### src/rtl/alu_seq_exec.sv
// ---------------------------------------------------------------------------
// alu_seq_exec -- execute-stage ALU driven by the 5-bit aluOp control word.
//
// aluOp layout: [4] use ALU, [3] funct7 bit, [2:0] funct3.
// One operation is accepted per in_valid/in_ready handshake.
// Add/sub, compare and logic ops finish in one cycle.
// Shifts normally go through an iterative shifter that moves one bit per
// cycle. The result is then offered on an out_valid/out_ready handshake.
//
// Build option:
//   ALU_FAST_SHIFT_EN  defined   -> shifts use a single-cycle barrel shifter.
//                                   The SHIFT state and counter are not built.
//                      undefined -> iterative 1-bit-per-cycle shifter.
//   Both builds give the same result for every operation.
//
// Ports:
//   clk        in   1     clock, rising edge
//   rst_n      in   1     asynchronous active-low reset
//   in_valid   in   1     operation presented
//   in_ready   out  1     unit idle, can accept (depends on state only)
//   aluOp      in   5     [use ALU][funct7 bit][funct3]
//   opA        in   XLEN  operand A (rs1)
//   opB        in   XLEN  operand B (rs2/imm); shift amount = opB[SHAMT_W-1:0]
//   out_valid  out  1     result available (depends on state only)
//   out_ready  in   1     downstream takes result
//   result     out  XLEN  registered result
//   zero       out  1     result == 0, derived from the result register
// ---------------------------------------------------------------------------
module alu_seq_exec #(
    parameter  int XLEN    = 32,
    localparam int SHAMT_W = $clog2(XLEN)
) (
    input  logic            clk,
    input  logic            rst_n,
    input  logic            in_valid,
    output logic            in_ready,
    input  logic [4:0]      aluOp,
    input  logic [XLEN-1:0] opA,
    input  logic [XLEN-1:0] opB,
    output logic            out_valid,
    input  logic            out_ready,
    output logic [XLEN-1:0] result,
    output logic            zero
);

`ifdef ALU_FAST_SHIFT_EN
    typedef enum logic [1:0] {S_IDLE = 2'd0, S_DONE = 2'd2} state_t;
`else
    typedef enum logic [1:0] {S_IDLE = 2'd0, S_SHIFT = 2'd1, S_DONE = 2'd2} state_t;
`endif

    state_t              r_state;
    state_t              w_next;
    logic [XLEN-1:0]     r_result;
    logic [XLEN-1:0]     w_alu;
    logic [2:0]          w_funct3;
    logic                w_f7;
    logic [SHAMT_W-1:0]  w_shamt;
    logic                w_accept;

    assign w_funct3 = aluOp[2:0];
    assign w_f7     = aluOp[3];
    assign w_shamt  = opB[SHAMT_W-1:0];
    assign w_accept = in_valid && (r_state == S_IDLE);

`ifdef ALU_FAST_SHIFT_EN
    // Kept in its own signed variable so the arithmetic shift is not turned
    // into a logical one by an unsigned expression context.
    logic signed [XLEN-1:0] w_sra;
    assign w_sra = $signed(opA) >>> w_shamt;
`else
    logic [SHAMT_W-1:0]  r_cnt;
    logic                r_right;   // shift direction of the op in flight
    logic                r_arith;   // right shift fills with the sign bit
    logic                w_is_shift;
    logic [XLEN-1:0]     w_step;

    assign w_is_shift = aluOp[4] && (w_funct3 == 3'b001 || w_funct3 == 3'b101);
    assign w_step = r_right ? {r_arith & r_result[XLEN-1], r_result[XLEN-1:1]}
                            : {r_result[XLEN-2:0], 1'b0};
`endif

    // Result for anything that completes at accept. In the iterative build a
    // shift loads opA here, which is the accumulator's start value and also
    // the answer for a shift by zero.
    always_comb begin
        w_alu = opB;
        if (aluOp[4]) begin
            unique case (w_funct3)
                3'b000: w_alu = w_f7 ? (opA - opB) : (opA + opB);
`ifdef ALU_FAST_SHIFT_EN
                3'b001: w_alu = opA << w_shamt;
                3'b101: w_alu = w_f7 ? w_sra : (opA >> w_shamt);
`else
                3'b001: w_alu = opA;
                3'b101: w_alu = opA;
`endif
                3'b010: w_alu = {{(XLEN-1){1'b0}}, ($signed(opA) < $signed(opB))};
                3'b011: w_alu = {{(XLEN-1){1'b0}}, (opA < opB)};
                3'b100: w_alu = opA ^ opB;
                3'b110: w_alu = opA | opB;
                3'b111: w_alu = opA & opB;
                default: w_alu = opB;
            endcase
        end
    end

    always_ff @(posedge clk or negedge rst_n) begin
        if (!rst_n) r_state <= S_IDLE;
        else        r_state <= w_next;
    end

    always_comb begin
        w_next = r_state;
        unique case (r_state)
            S_IDLE: begin
                if (in_valid) begin
`ifdef ALU_FAST_SHIFT_EN
                    w_next = S_DONE;
`else
                    w_next = (w_is_shift && w_shamt != '0) ? S_SHIFT : S_DONE;
`endif
                end
            end
`ifndef ALU_FAST_SHIFT_EN
            // The edge that sees a count of 1 does the last shift.
            S_SHIFT: if (r_cnt == SHAMT_W'(1)) w_next = S_DONE;
`endif
            S_DONE:  if (out_ready) w_next = S_IDLE;
            default: w_next = S_IDLE;
        endcase
    end

`ifdef ALU_FAST_SHIFT_EN
    always_ff @(posedge clk or negedge rst_n) begin
        if (!rst_n)        r_result <= '0;
        else if (w_accept) r_result <= w_alu;
    end
`else
    // r_result doubles as the shift accumulator; out_valid is low while it moves.
    always_ff @(posedge clk or negedge rst_n) begin
        if (!rst_n) begin
            r_result <= '0;
            r_cnt    <= '0;
            r_right  <= 1'b0;
            r_arith  <= 1'b0;
        end else if (w_accept) begin
            r_result <= w_alu;
            r_cnt    <= w_shamt;
            r_right  <= w_funct3[2];
            r_arith  <= w_f7;
        end else if (r_state == S_SHIFT) begin
            r_result <= w_step;
            r_cnt    <= r_cnt - 1'b1;
        end
    end
`endif

    assign in_ready  = (r_state == S_IDLE);
    assign out_valid = (r_state == S_DONE);
    assign result    = r_result;
    assign zero      = (r_result == '0);

endmodule

### config.mk
export PLATFORM = sky130hd
export DESIGN_NAME = alu_seq_exec
export DESIGN_NICKNAME = d
export VERILOG_FILES = /design/src/rtl/alu_seq_exec.sv
export SDC_FILE = /design/constraint.sdc
export NUM_CORES = 1
export LEC_CHECK = 0
export CAP_MARGIN = 20
export CORE_MARGIN = 2
export CORE_UTILIZATION = 55
export CTS_CLUSTER_DIAMETER = 40
export DETAILED_ROUTE_END_ITERATION = 6
export PLACE_DENSITY = 0.8
export RECOVER_POWER = 100
export SYNTH_ARGS = -nofsm -noshare
export SYNTH_HDL_FRONTEND = slang
export SYNTH_SLANG_ARGS = --single-unit
### constraint.sdc
create_clock -name clk -period 2.37 [get_ports clk]
set_clock_uncertainty 0.1 [all_clocks]
set_input_delay 0.711 -clock clk [delete_from_list [all_inputs] [get_ports clk]]
set_output_delay 0.711 -clock clk [all_outputs]
set_load 0.05 [all_outputs]
==> results of run 1 <==
## cells in the mapped netlist (9+ instances only)
cell type | count | share of area (%)
nand3_1 | 18 | 1.2
a221oi_1 | 12 | 1.3
nand4_1 | 21 | 1.7
nor3_1 | 43 | 2.8
nand2b_1 | 10 | 0.80
buf_2 | 16 | 1.0
a211oi_1 | 18 | 1.7
a31oi_1 | 9 | 0.72
a21oi_1 | 104 | 6.7
nand2_1 | 97 | 4.7
inv_1 | 93 | 4.5
o211ai_1 | 18 | 1.7
mux2i_1 | 38 | 4.9
buf_1 | 9 | 0.43
o21ai_0 | 61 | 3.9
dfrtp_1 | 41 | 13
a221o_1 | 12 | 1.5
a22o_1 | 9 | 1.0
nor4_1 | 20 | 1.6
o21bai_1 | 13 | 1.3
xnor2_1 | 16 | 1.8
clkbuf_1 | 49 | 2.4
nor2_1 | 104 | 5.0
nor2b_1 | 13 | 1.0
o31ai_1 | 19 | 1.8
ha_1 | 98 | 16
a21o_1 | 10 | 0.96
## cells by family after synthesis
family          share of synthesized area (%)
compound gates                           32.4
xor+xnor                                 2.25
fa+ha+maj                                16.3
buf+inv                                  8.64
flops                                    13.2
mux                                      5.61
simple gates                             21.7
## stage by stage
step                hold slack, ps  util [%]
detailed placement             396      84.9
floorplan                      315         -
global placement               364      84.9
==> summary.txt, run 1 <==
Outcome
  • Outcome: stopped before the end
  • Last stage: clock tree synthesis (4_1_cts)
  • Error: [ERROR DPL-0033] detailed placement checks failed during check placement.

Placed design
  • Pre-CTS setup slack: -1510 ps
  • Final RePlAce weighted congestion: 1.07
  • Placed cells: 1680
  • Port Buffer Count: 107
  • Detailed Place HPWL: 28300 µm
  • Placed Area: 0.0118 mm²

Clocking
  • CTS hold repair buffers: 0
  • Htree depth: 2
  • CTS sink count: 41
  • Clock Root Buffer: clkbuf_16
  • CTS Buf Count: 5
  • Cts repair resizes: 501
  • Postcts setup bufs: 67
  • Clock buffer depth: 2

Floorplanning
  • Initial Util: 56.1%
  • Die Span Y: 123 µm
  • Die X-Extent: 123 µm
  • Num rows: 43
  • # IOs: 108

Yosys
  • Seq cells post-synth: 41
  • Post-synth EDFFs: 0
  • Cell Area, Synth: 0.00779 mm²
  • Syn nets: 1275
  • Syn avg cell area: 7.07 µm²
  • Asr flop ratio synth: 100%
  • Netlist cell types: 76
  • Cells after Synth: 1102
  • Top_reg_cell synth: dfrtp_1
  • Seq/Total Area, Yosys: 13.2%
  • Yosys warns: 0
==> inputs of run 2 (changes only) <==
Settings changed: CORE_UTILIZATION 55 to 40, CTS_CLUSTER_DIAMETER 40 to not set, PLACE_DENSITY 0.8 to not set, PLACE_DENSITY_LB_ADDON set to 0.15.
==> run 2 against run 1 <==
The flow now finishes, with violations (negative setup slack); area after synthesis unchanged; synthesized cell count is the same.
==> summary.txt, run 2 <==
Run
  • Total of max-cap violations: 0

Cells and area
  • Layout cell share with drive strength beyond 1: 48.2%
  • Most frequent cells in the layout: buf_4, nor2_1, nand2_1
  • Commonest non-fill, non-tap cell in the layout: buf_4
  • Fin nets: 1768
  • Layout area overhead: 79.0%
  • Max reg flops: 32
  • Fillcell total: 1520
  • Finished Core Util: 72.3%
  • Finished Layout Cells: 1861
  • Diodes inserted: 0

Floorplanning
  • Die X-Extent: 144 µm (+17%)
  • # IOs: 108 (unchanged)
  • Initial Util: 40.4% (-16 points)
  • Num rows: 51 (+19%)
  • Die Span Y: 144 µm (+17%)
  • Die ar.: 0.0206 mm²
  • Core ar.: 0.0193 mm²

Global route
  • Met3 Use GR: 5.43%
  • Largest net degree at the start of global routing: 26
  • Met2 usage: 58.0%
  • First-pass GRT wire length: 56400 µm
  • Total gr overflow: 0
  • Global-route total usage across every layer: 35.5%
  • Most Crowded Layer GR: met2
  • Number of global-route vias before repair: 10463
  • Met1 GRT Util: 45.7%
  • Initial antenna violation count: 0

Drt
  • Via density: 5.92
  • Wirelength per Cell: 20.7 µm
  • DRC errors left: 0
  • Post-route ant nets: 0
  • Drt total wl: 38500 µm
  • DR iter-0 viols: 1026
  • Vias: 11025
  • Total iterations of the first detailed-routing run: 5

Outcome
  • Failing checks: negative setup slack
  • Outcome: finished, violations left

Clocking
  • CTS sink count: 41 (unchanged)
  • Clock buffer depth: 2 (unchanged)
  • TritonCTS clock tree: built
  • Clk Latency, worst-skew pair: 300 ps
  • Htree depth: 2 (unchanged)
  • CTS hold repair buffers: 0 (unchanged)
  • Clock Root Buffer: clkbuf_16
  • CTS Buf Count: 5 (unchanged)
  • Reg clk slew, reported paths: 70 ps

Yosys
  • Ranking of synthesized cells by area: ha_1, dfrtp_1, a21oi_1
  • Cells after Synth: 1102 (unchanged)
  • Netlist cell types: 76 (unchanged)
  • Top_reg_cell synth: dfrtp_1
  • Syn nets: 1275 (unchanged)
  • Seq cells post-synth: 41 (unchanged)
  • Area leader, netlist: ha_1
  • Asr flop ratio synth: 100% (unchanged)
  • Cell Area, Synth: 0.00779 mm² (unchanged)
  • Post-synth top area share: 15.7% (unchanged)
  • Synth cell count leaders: a21oi_1, nor2_1, ha_1
  • Seq/Total Area, Yosys: 13.2% (unchanged)
  • Post-synth EDFFs: 0 (unchanged)
  • Yosys warns: 0 (unchanged)
  • Syn avg cell area: 7.07 µm² (unchanged)

Placed design
  • Placed cells: 1770 (+5.4%)
  • Port Buffer Count: 107 (unchanged)
  • Detailed Place HPWL: 28200 µm (-0.58%)
  • Final RePlAce weighted congestion: 1.03 (-3.5%)

Setup path
  • CP peak stage delay: 270 ps
  • Crit path cell chain: buf_8 > clkinvlp_4 > ha_4 > a211oi_4 > o211ai_1 > buf_4 > a31oi_4 > o211ai_1 > buf_4 > a21oi_4 > nor4_2 > a211oi_2 > xnor2_1 > o31ai_2
  • Crit Path Max Fanout: 4
  • CP Capture Type: flip-flop
  • Arrival time worst endpoint: 3140 ps
  • Startpoint types: input port
  • Setup CP Type: in2reg
  • CP required: 2490 ps
  • Crit-path slowest cell: ha_4

STA
  • Final hold vios: 0
  • Final Setup Violations: 32
  • Max-slew violation count: 0
  • Worst slew pin tran: 1270 ps
  • Period utilization: 127%
  • Slew headroom: 15.3%
  • Peak Freq: 0.332 GHz
  • RSZ-0062 raised after global routing: true
  • Final worst slack: -646 ps
  • Final Critical Period: 3020 ps
  • Setup_tns: -13620 ps

Power
  • Leakage: 6.16 nW
  • Power density over cell area: 672 mW/mm²
  • Pwr Total: 9.37 mW
  • Worst IR Drop VDD: 0.380 mV

Min path
  • Worst Hold Class: in2async
[run 2: layout make-up]
cell class / count / area [µm²] / area share, %
clock buffers: 5 / 125 / 0.898
clock inverters: 3 / 65.1 / 0.467
inverters: 95 / 392 / 2.81
multi-input cells: 890 / 7620 / 54.7
flip-flops and latches: 41 / 1030 / 7.37
well taps: 265 / 332 / 2.38
repair buffers: 562 / 4370 / 31.4
[run 2: stage by stage]
stage	area, µm²	worst slack [ps]	hold WS (ps)
final	13900	-646	151
after global routing	13900	-719	170
after CTS	13600	-703	110
after detailed placement	11900	-1510	394
after global placement	11900	-1490	381
after floorplan	8080	-616	315
[run 2: final timing paths]
check	startpoint	to	slack (ps)	depth (start not counted)
min in group clk	r_arith$_DFFE_PN0P_	r_arith$_DFFE_PN0P_	420	2
worst min register to register	r_arith$_DFFE_PN0P_	r_arith$_DFFE_PN0P_	420	2
worst max register to register	r_state[1]$_DFFE_PN0P_	result[16]$_DFFE_PN0P_	-70	7
worst max-delay path	opA[1]	result[29]$_DFFE_PN0P_	-650	14
worst min-delay path	rst_n	result[29]$_DFFE_PN0P_	150	1
max in group asynchronous	rst_n	r_right$_DFFE_PN0P_	460	2
[run 2: cell families after synthesis]
group                    synth area share [%]
multiplexers                             5.61
adder cells (fa/ha/maj)                  16.3
AO/OA/AOI/OAI                            32.4
XOR/XNOR                                 2.25
AND/OR/NAND/NOR                          21.7
flip-flops                               13.2
buffers and inverters                    8.64
[run 2: critical path, delay by kind of cell]
| family | cells | cell delay, ps |
|---|---|---|
| buf+inv | 4 | 580 |
| xor+xnor | 1 | 120 |
| fa+ha+maj | 1 | 270 |
| compound gates | 7 | 1410 |
| simple gates | 1 | 60 |
[run 2: layer usage]
| metal | vias to the layer above | wire length (µm) |
|---|---|---|
| li1 | 5019 | - |
| met1 | 5225 | 15800 |
| met2 | 611 | 17500 |
| met3 | 170 | 3020 |
| met4 | 0 | 2200 |
| met5 | - | 0 |
[run 2: report_power, final]
part / internal [mW] / switching, mW / leakage (nW) / total [mW]
Sequential: 1.07 / 0.393 / 0.480 / 1.46
Combinational: 2.80 / 4.17 / 5.58 / 6.97
Clock: 0.603 / 0.336 / 0.0938 / 0.939
[run 2: what timing repair did]
item | 4_1_cts | 5_1_grt
setup endpoints to repair | 35 | 33
resized for setup | 398 | 117
pin swaps | 133 | 107
setup buffers | 68 | 24
(Power assumes the default switching activity.)
==> inputs of run 3 (changes only) <==
Settings changed: CTS_CLUSTER_DIAMETER set to 200, PLACE_DENSITY set to 0.62, PLACE_DENSITY_LB_ADDON 0.15 to not set.
==> run 3 against run 2 <==
The flow still finishes with violations (negative setup slack); first-iteration DRC count fell by 3.6%; clock power fell by 14%; wire length fell by 2.1%; largest cell class unchanged; utilization fell by 0.21 points; die area did not move; final cell count fell by 1.1%; setup slack got worse by 24 ps; count of clock-buffer cells in the layout did not move; critical endpoint is now result[21]$_DFFE_PN0P_.
==> summary.txt, run 3 (synthesis results as in run 2) <==
Outcome
  • Outcome: finished, violations left
  • Failing checks: negative setup slack

Global route
  • Initial antenna violation count: 0 (unchanged)
  • Largest net degree at the start of global routing: 42 (+62%)
  • First-pass GRT wire length: 56200 µm (-0.34%)
  • Total gr overflow: 0 (unchanged)
  • Global-route total usage across every layer: 34.9% (-0.56 points)
  • Number of global-route vias before repair: 10589 (+1.2%)

Drt
  • Via density: 5.96 (+0.66%)
  • Vias: 10979 (-0.42%)
  • Drt total wl: 37700 µm (-2.1%)
  • Total iterations of the first detailed-routing run: 6 (+1)
  • Wirelength per Cell: 20.5 µm (-1.0%)
  • DRC errors left: 0 (unchanged)
  • DR iter-0 viols: 989 (-3.6%)
  • Post-route ant nets: 0 (unchanged)

Floorplanning
  • Die Span Y: 144 µm (unchanged)
  • Die X-Extent: 144 µm (unchanged)
  • Die ar.: 0.0206 mm² (unchanged)
  • Core ar.: 0.0193 mm² (unchanged)
  • Initial Util: 40.4% (unchanged)
  • Num rows: 51 (unchanged)
  • # IOs: 108 (unchanged)

Placed design
  • Detailed Place HPWL: 27700 µm (-1.7%)
  • Final RePlAce weighted congestion: 1.00 (-3.0%)
  • Port Buffer Count: 107 (unchanged)
  • Pre-CTS setup slack: -1520 ps (-8.85 ps)

Cells and area
  • Diodes inserted: 0 (unchanged)
  • Layout area overhead: 78.4%
  • Layout cell share with drive strength beyond 1: 48.5% (+0.29 points)
  • Most frequent cells in the layout: buf_4, nand2_1, nor2_1
  • Max reg flops: 32 (unchanged)
  • Register area: 0.00103 mm² (unchanged)
  • Commonest non-fill, non-tap cell in the layout: buf_4
  • Fillcell total: 1517 (-0.20%)
  • Area of the multi-input gates: 0.00772 mm² (+1.3%)
  • Fin nets: 1749 (-1.1%)

Clocking
  • Htree depth: 2 (unchanged)
  • Reg clk slew, reported paths: 70 ps (about the same)
  • Clock Root Buffer: clkbuf_16
  • Clk Latency, worst-skew pair: 290 ps (about the same)
  • TritonCTS clock tree: built
  • Clock buffer depth: 2 (unchanged)
  • CTS Buf Count: 5 (unchanged)
  • CTS sink count: 41 (unchanged)
  • CTS hold repair buffers: 0 (unchanged)

STA
  • Peak Freq: 0.329 GHz (-0.78%)
  • Final hold vios: 0 (unchanged)
  • Period utilization: 128% (+1.0 points)
  • Final worst slack: -670 ps (-23.7 ps)
  • Slew headroom: 19.7% (+4.4 points)
  • Final Critical Period: 3040 ps (+23.7 ps)
  • RSZ-0062 raised after global routing: true
  • Max-slew violation count: 0 (unchanged)
  • Worst slew pin tran: 1200 ps (-66.4 ps)
  • Final Setup Violations: 32 (unchanged)
  • Setup_tns: -15060 ps (-1440 ps)

Power
  • Power density over cell area: 665 mW/mm² (-1.1%)
  • Leakage: 6.09 nW (-1.1%)
  • Worst IR Drop VDD: 0.351 mV (-7.7%)

Setup path
  • Crit Path Max Fanout: 4 (unchanged)
  • Startpoint types: input port
  • Setup CP Type: in2reg
  • R2r setup slk: -80 ps (about the same)
  • Arrival time worst endpoint: 3120 ps (-20 ps)
  • CP required: 2450 ps (-40 ps)
  • CP Capture Type: flip-flop

Min path
  • Worst Hold Class: reg2reg

Run
  • Total of max-cap violations: 0 (unchanged)
run 3: cell count changes in the layout (fill, tap and decap cells not counted), sizes merged:
cell | before | now
buf | 477 | 466
clkbuf | 56 | 46
bufinv | 2 | 1
clkdlybuf4s15 | 4 | 5
dlymetal6s2s | 1 | 2
run 3: cell type report:
| type | instances | share of cell area (%) |
|---|---|---|
| clock buffers | 5 | 0.900 |
| clock inverters | 2 | 0.252 |
| inverters | 95 | 2.75 |
| multi-input cells | 890 | 55.6 |
| flip-flops and latches | 41 | 7.39 |
| well taps | 265 | 2.39 |
| repair buffers | 543 | 30.7 |
run 3: layer usage:
layer	global-route usage [%]	up-vias	wire length [µm]
met5	0	-	0
met4	18.0	0	2240
met3	4.00	169	2940
met2	56.8	626	17100
met1	45.5	5210	15500
li1	-	4974	-
run 3: worst paths after layout:
kind,start,endpoint,cells after the start
setup / recovery,opA[1],result[21]$_DFFE_PN0P_,12
hold reg to reg,r_arith$_DFFE_PN0P_,r_arith$_DFFE_PN0P_,2
setup reg to reg,r_state[1]$_DFFE_PN0P_,result[20]$_DFFE_PN0P_,9
hold / removal,r_arith$_DFFE_PN0P_,r_arith$_DFFE_PN0P_,2
min in group asynchronous,rst_n,r_cnt[2]$_DFFE_PN0P_,2
max in group asynchronous,rst_n,r_right$_DFFE_PN0P_,2
run 3: stage by stage:
step	total power [mW]	utilization, %	hold WS [ps]	instances	instance area [µm²]
after floorplan	5.01	-	315	1102	8080
after global placement	7.68	61.1	363	1750	11800
after detailed placement	7.74	61.1	372	1750	11800
after CTS	9.08	69.8	302	1819	13500
after global routing	9.69	72.1	404	1841	13900
final	9.24	72.1	384	1841	13900
run 3: what timing repair did:
item	4_1_cts	5_1_grt
endpoints found under the hold margin	0	0
resized for setup	437	105
pin swaps	135	100
endpoints found under the setup margin	33	33
buffers inserted	69	29
run 3: report_power, final:
part	switching (mW)	leakage (nW)	total [mW]	internal [mW]
registers	0.531	0.480	1.59	1.06
clock network	0.315	0.0797	0.806	0.491
logic	4.05	5.53	6.84	2.79
run 3: critical path, stage by stage:
cell and delay, ps:
buf_8 80, clkinvlp_4 140, ha_4 290, a211oi_2 290, o211ai_1 150, buf_4 160
a31oi_4 190, o211ai_1 120, buf_4 170, mux2_4 300, o32a_1 350, o22a_1 170
==> inputs of run 4 (changes only) <==
Settings changed: CORE_ASPECT_RATIO set to 1.75.
==> run 4 against run 3 <==
The run still ends with negative setup slack left; combinational power up 2.9%; maximum frequency down 2.2%; non-clock buffer count down 11; final cell count down 1.7%; global-route usage up 7.9 points; sequential share of layout area about the same; die area up 0.22%; worst hold slack better by 81 ps; critical path type unchanged.
==> summary.txt, run 4 (synthesis results as in run 2) <==
Setup path
  • CP required: 2440 ps (about the same)
  • Crit-path slowest cell: fa_2
  • Setup CP Type: in2reg
  • Crit Path Max Fanout: 3 (-1)
  • Arrival time worst endpoint: 3180 ps (+60 ps)
  • Crit path cell chain: buf_8 > clkinvlp_4 > buf_6 > fa_2 > nor3_4 > o31ai_4 > nand2_2 > a21oi_4 > a21o_4 > o31a_1 > o221a_1 > o31ai_2 > a21oi_2
  • CP Capture Type: flip-flop
  • Startpoint types: input port
  • CP peak stage delay: 390 ps (+40 ps)

Floorplanning
  • Initial Util: 40.8% (+0.33 points)
  • Die Span Y: 189 µm (+31%)
  • Core ar.: 0.0191 mm² (-0.82%)
  • Die X-Extent: 109 µm (-24%)
  • Die ar.: 0.0206 mm² (+0.22%)
  • # IOs: 108 (unchanged)
  • Num rows: 67 (+31%)

Cells and area
  • Layout area overhead: 78.4% (about the same)
  • Final instance area: 0.0139 mm² (about the same)
  • Layout cell share with drive strength beyond 1: 49.6% (+1.0 points)
  • Most frequent cells in the layout: buf_4, nand2_1, nor2_1
  • Commonest non-fill, non-tap cell in the layout: buf_4
  • Max reg flops: 32 (unchanged)
  • Fillcell total: 1489 (-1.8%)
  • Fin nets: 1738 (-0.63%)

STA
  • Final Critical Period: 3110 ps (+67.9 ps)
  • Worst slew pin tran: 1320 ps (+116 ps)
  • Period utilization: 131% (+2.9 points)
  • Hold WS: 465 ps (+81.0 ps)
  • Max-slew violation count: 0 (unchanged)
  • RSZ-0062 raised after global routing: true
  • Final Setup Violations: 35 (+9.4%)
  • Peak Freq: 0.322 GHz (-2.2%)
  • Setup_tns: -16920 ps (-1860 ps)
  • Final worst slack: -738 ps (-67.9 ps)
  • Final hold vios: 0 (unchanged)
  • Slew headroom: 11.9% (-7.7 points)

Clocking
  • Clock Root Buffer: clkbuf_16
  • Clock buffer depth: 2 (unchanged)
  • TritonCTS clock tree: built
  • Htree depth: 2 (unchanged)
  • CTS hold repair buffers: 0 (unchanged)
  • Reg clk slew, reported paths: 70 ps (about the same)
  • CTS sink count: 41 (unchanged)
  • CTS Buf Count: 5 (unchanged)
  • Clk Latency, worst-skew pair: 290 ps (about the same)

Drt
  • DR iter-0 viols: 915 (-7.5%)
  • Post-route ant nets: 0 (unchanged)
  • Via density: 6.20 (+4.0%)
  • Total iterations of the first detailed-routing run: 7 (+1)
  • Wirelength per Cell: 24.6 µm (+20%)
  • DRC errors left: 0 (unchanged)
  • Vias: 11224 (+2.2%)
  • Drt total wl: 44600 µm (+18%)

Power
  • Clock group share of total power: 7.5% (-1.2 points)
  • Leakage: 6.01 nW (-1.4%)
  • Sw Share: 54.7% (+1.7 points)
  • Int Pwr: 4.25 mW (-2.2%)
  • Worst IR Drop VDD: 0.701 mV (+100%)
  • Power density over cell area: 676 mW/mm² (+1.6%)
  • Psw: 5.14 mW (+4.9%)
  • Flop pwr share: 17.5% (+0.2 points)
  • Comb power frac: 75.0% (+1.0 points)
  • Pwr Total: 9.39 mW (+1.5%)

Global route
  • Number of global-route vias before repair: 11537 (+9.0%)
  • Total gr overflow: 0 (unchanged)
  • Global-route total usage across every layer: 42.8% (+7.9 points)
  • Initial antenna violation count: 3 (+3)
  • Largest net degree at the start of global routing: 32 (-24%)
  • First-pass GRT wire length: 65600 µm (+17%)

Placed design
  • Port Buffer Count: 107 (unchanged)
  • Final RePlAce weighted congestion: 1.07 (+6.2%)
  • Detailed Place HPWL: 32700 µm (+18%)
  • Placed Area: 0.0119 mm² (+0.73%)
  • Pre-CTS setup slack: -1760 ps (-240 ps)

Outcome
  • Failing checks: negative setup slack
  • Outcome: finished, violations left

Min path
  • Worst Hold Class: reg2reg

Run
  • Total of max-cap violations: 0 (unchanged)
==> run 4: changes by cell type in the layout (fill, tap and decap cells not counted), moves of 4 or more <==
cell     previous run  this run
ha_1               53        45
buf_2              21        17
nor4_4              7         2
nor2_4              9         5
ha_2                8        14
o21ai_0            41        37
o31ai_4             4         8
nor2_2              7        11
==> run 4: worst paths after layout <==
kind / start / slack [ps] / endpoint / cells past startpoint
setup / recovery: opA[1] / -740 / result[0]$_DFFE_PN0P_ / 13
hold / removal: r_arith$_DFFE_PN0P_ / 470 / r_arith$_DFFE_PN0P_ / 2
setup reg to reg: r_state[1]$_DFFE_PN0P_ / -180 / result[24]$_DFFE_PN0P_ / 7
hold reg to reg: r_arith$_DFFE_PN0P_ / 470 / r_arith$_DFFE_PN0P_ / 2
max in group asynchronous: rst_n / 270 / result[3]$_DFFE_PN0P_ / 2
min in group asynchronous: rst_n / 590 / result[25]$_DFFE_PN0P_ / 1
==> run 4: metal layers <==
metal	global-route usage, %	part of all wire, %
met3	9.62	6.8
met2	72.9	49
met5	0	0.047
met4	43.7	14
met1	39.4	31
==> run 4: repair_timing <==
action,CTS,global route
buffers inserted,52,19
gates resized for setup,500,71
endpoints found under the setup margin,35,33
cloned,0,0
pin swaps,146,58
==> run 4: through the flow <==
step | util (%) | std cells
floorplan | - | 1102
global placement | 62.0 | 1740
detailed placement | 62.0 | 1740
CTS | 71.2 | 1790
global route | 72.6 | 1807
finish | 72.7 | 1810
==> run 4: critical path: cells and delay by family <==
family / cells / cell delay [ps]
buffers and inverters: 3 / 330
AO/OA/AOI/OAI: 7 / 1390
AND/OR/NAND/NOR: 2 / 350
adder cells (fa/ha/maj): 1 / 390
==> run 4: area by class of cell <==
class | instances | area (µm²) | share of cell area, %
inverter | 95 | 387 | 2.78
antenna | 3 | 7.51 | 0.0540
timing repair buffer | 532 | 4200 | 30.3
tap | 241 | 302 | 2.17
clock inverter | 3 | 17.5 | 0.126
multi-input combinational | 890 | 7820 | 56.3
sequential | 41 | 1030 | 7.41
clock buffer | 5 | 125 | 0.901
==> run 4: power groups by stage <==
stage,clock network [mW],registers (mW),logic [mW]
6_report,0.705,1.64,7.04
5_1_grt,0.738,1.65,7.40
4_1_cts,0.711,1.57,6.84
3_5_place_dp,0,1.57,6.25
3_3_place_gp,0,1.57,6.20
2_1_floorplan,0,2.37,2.64
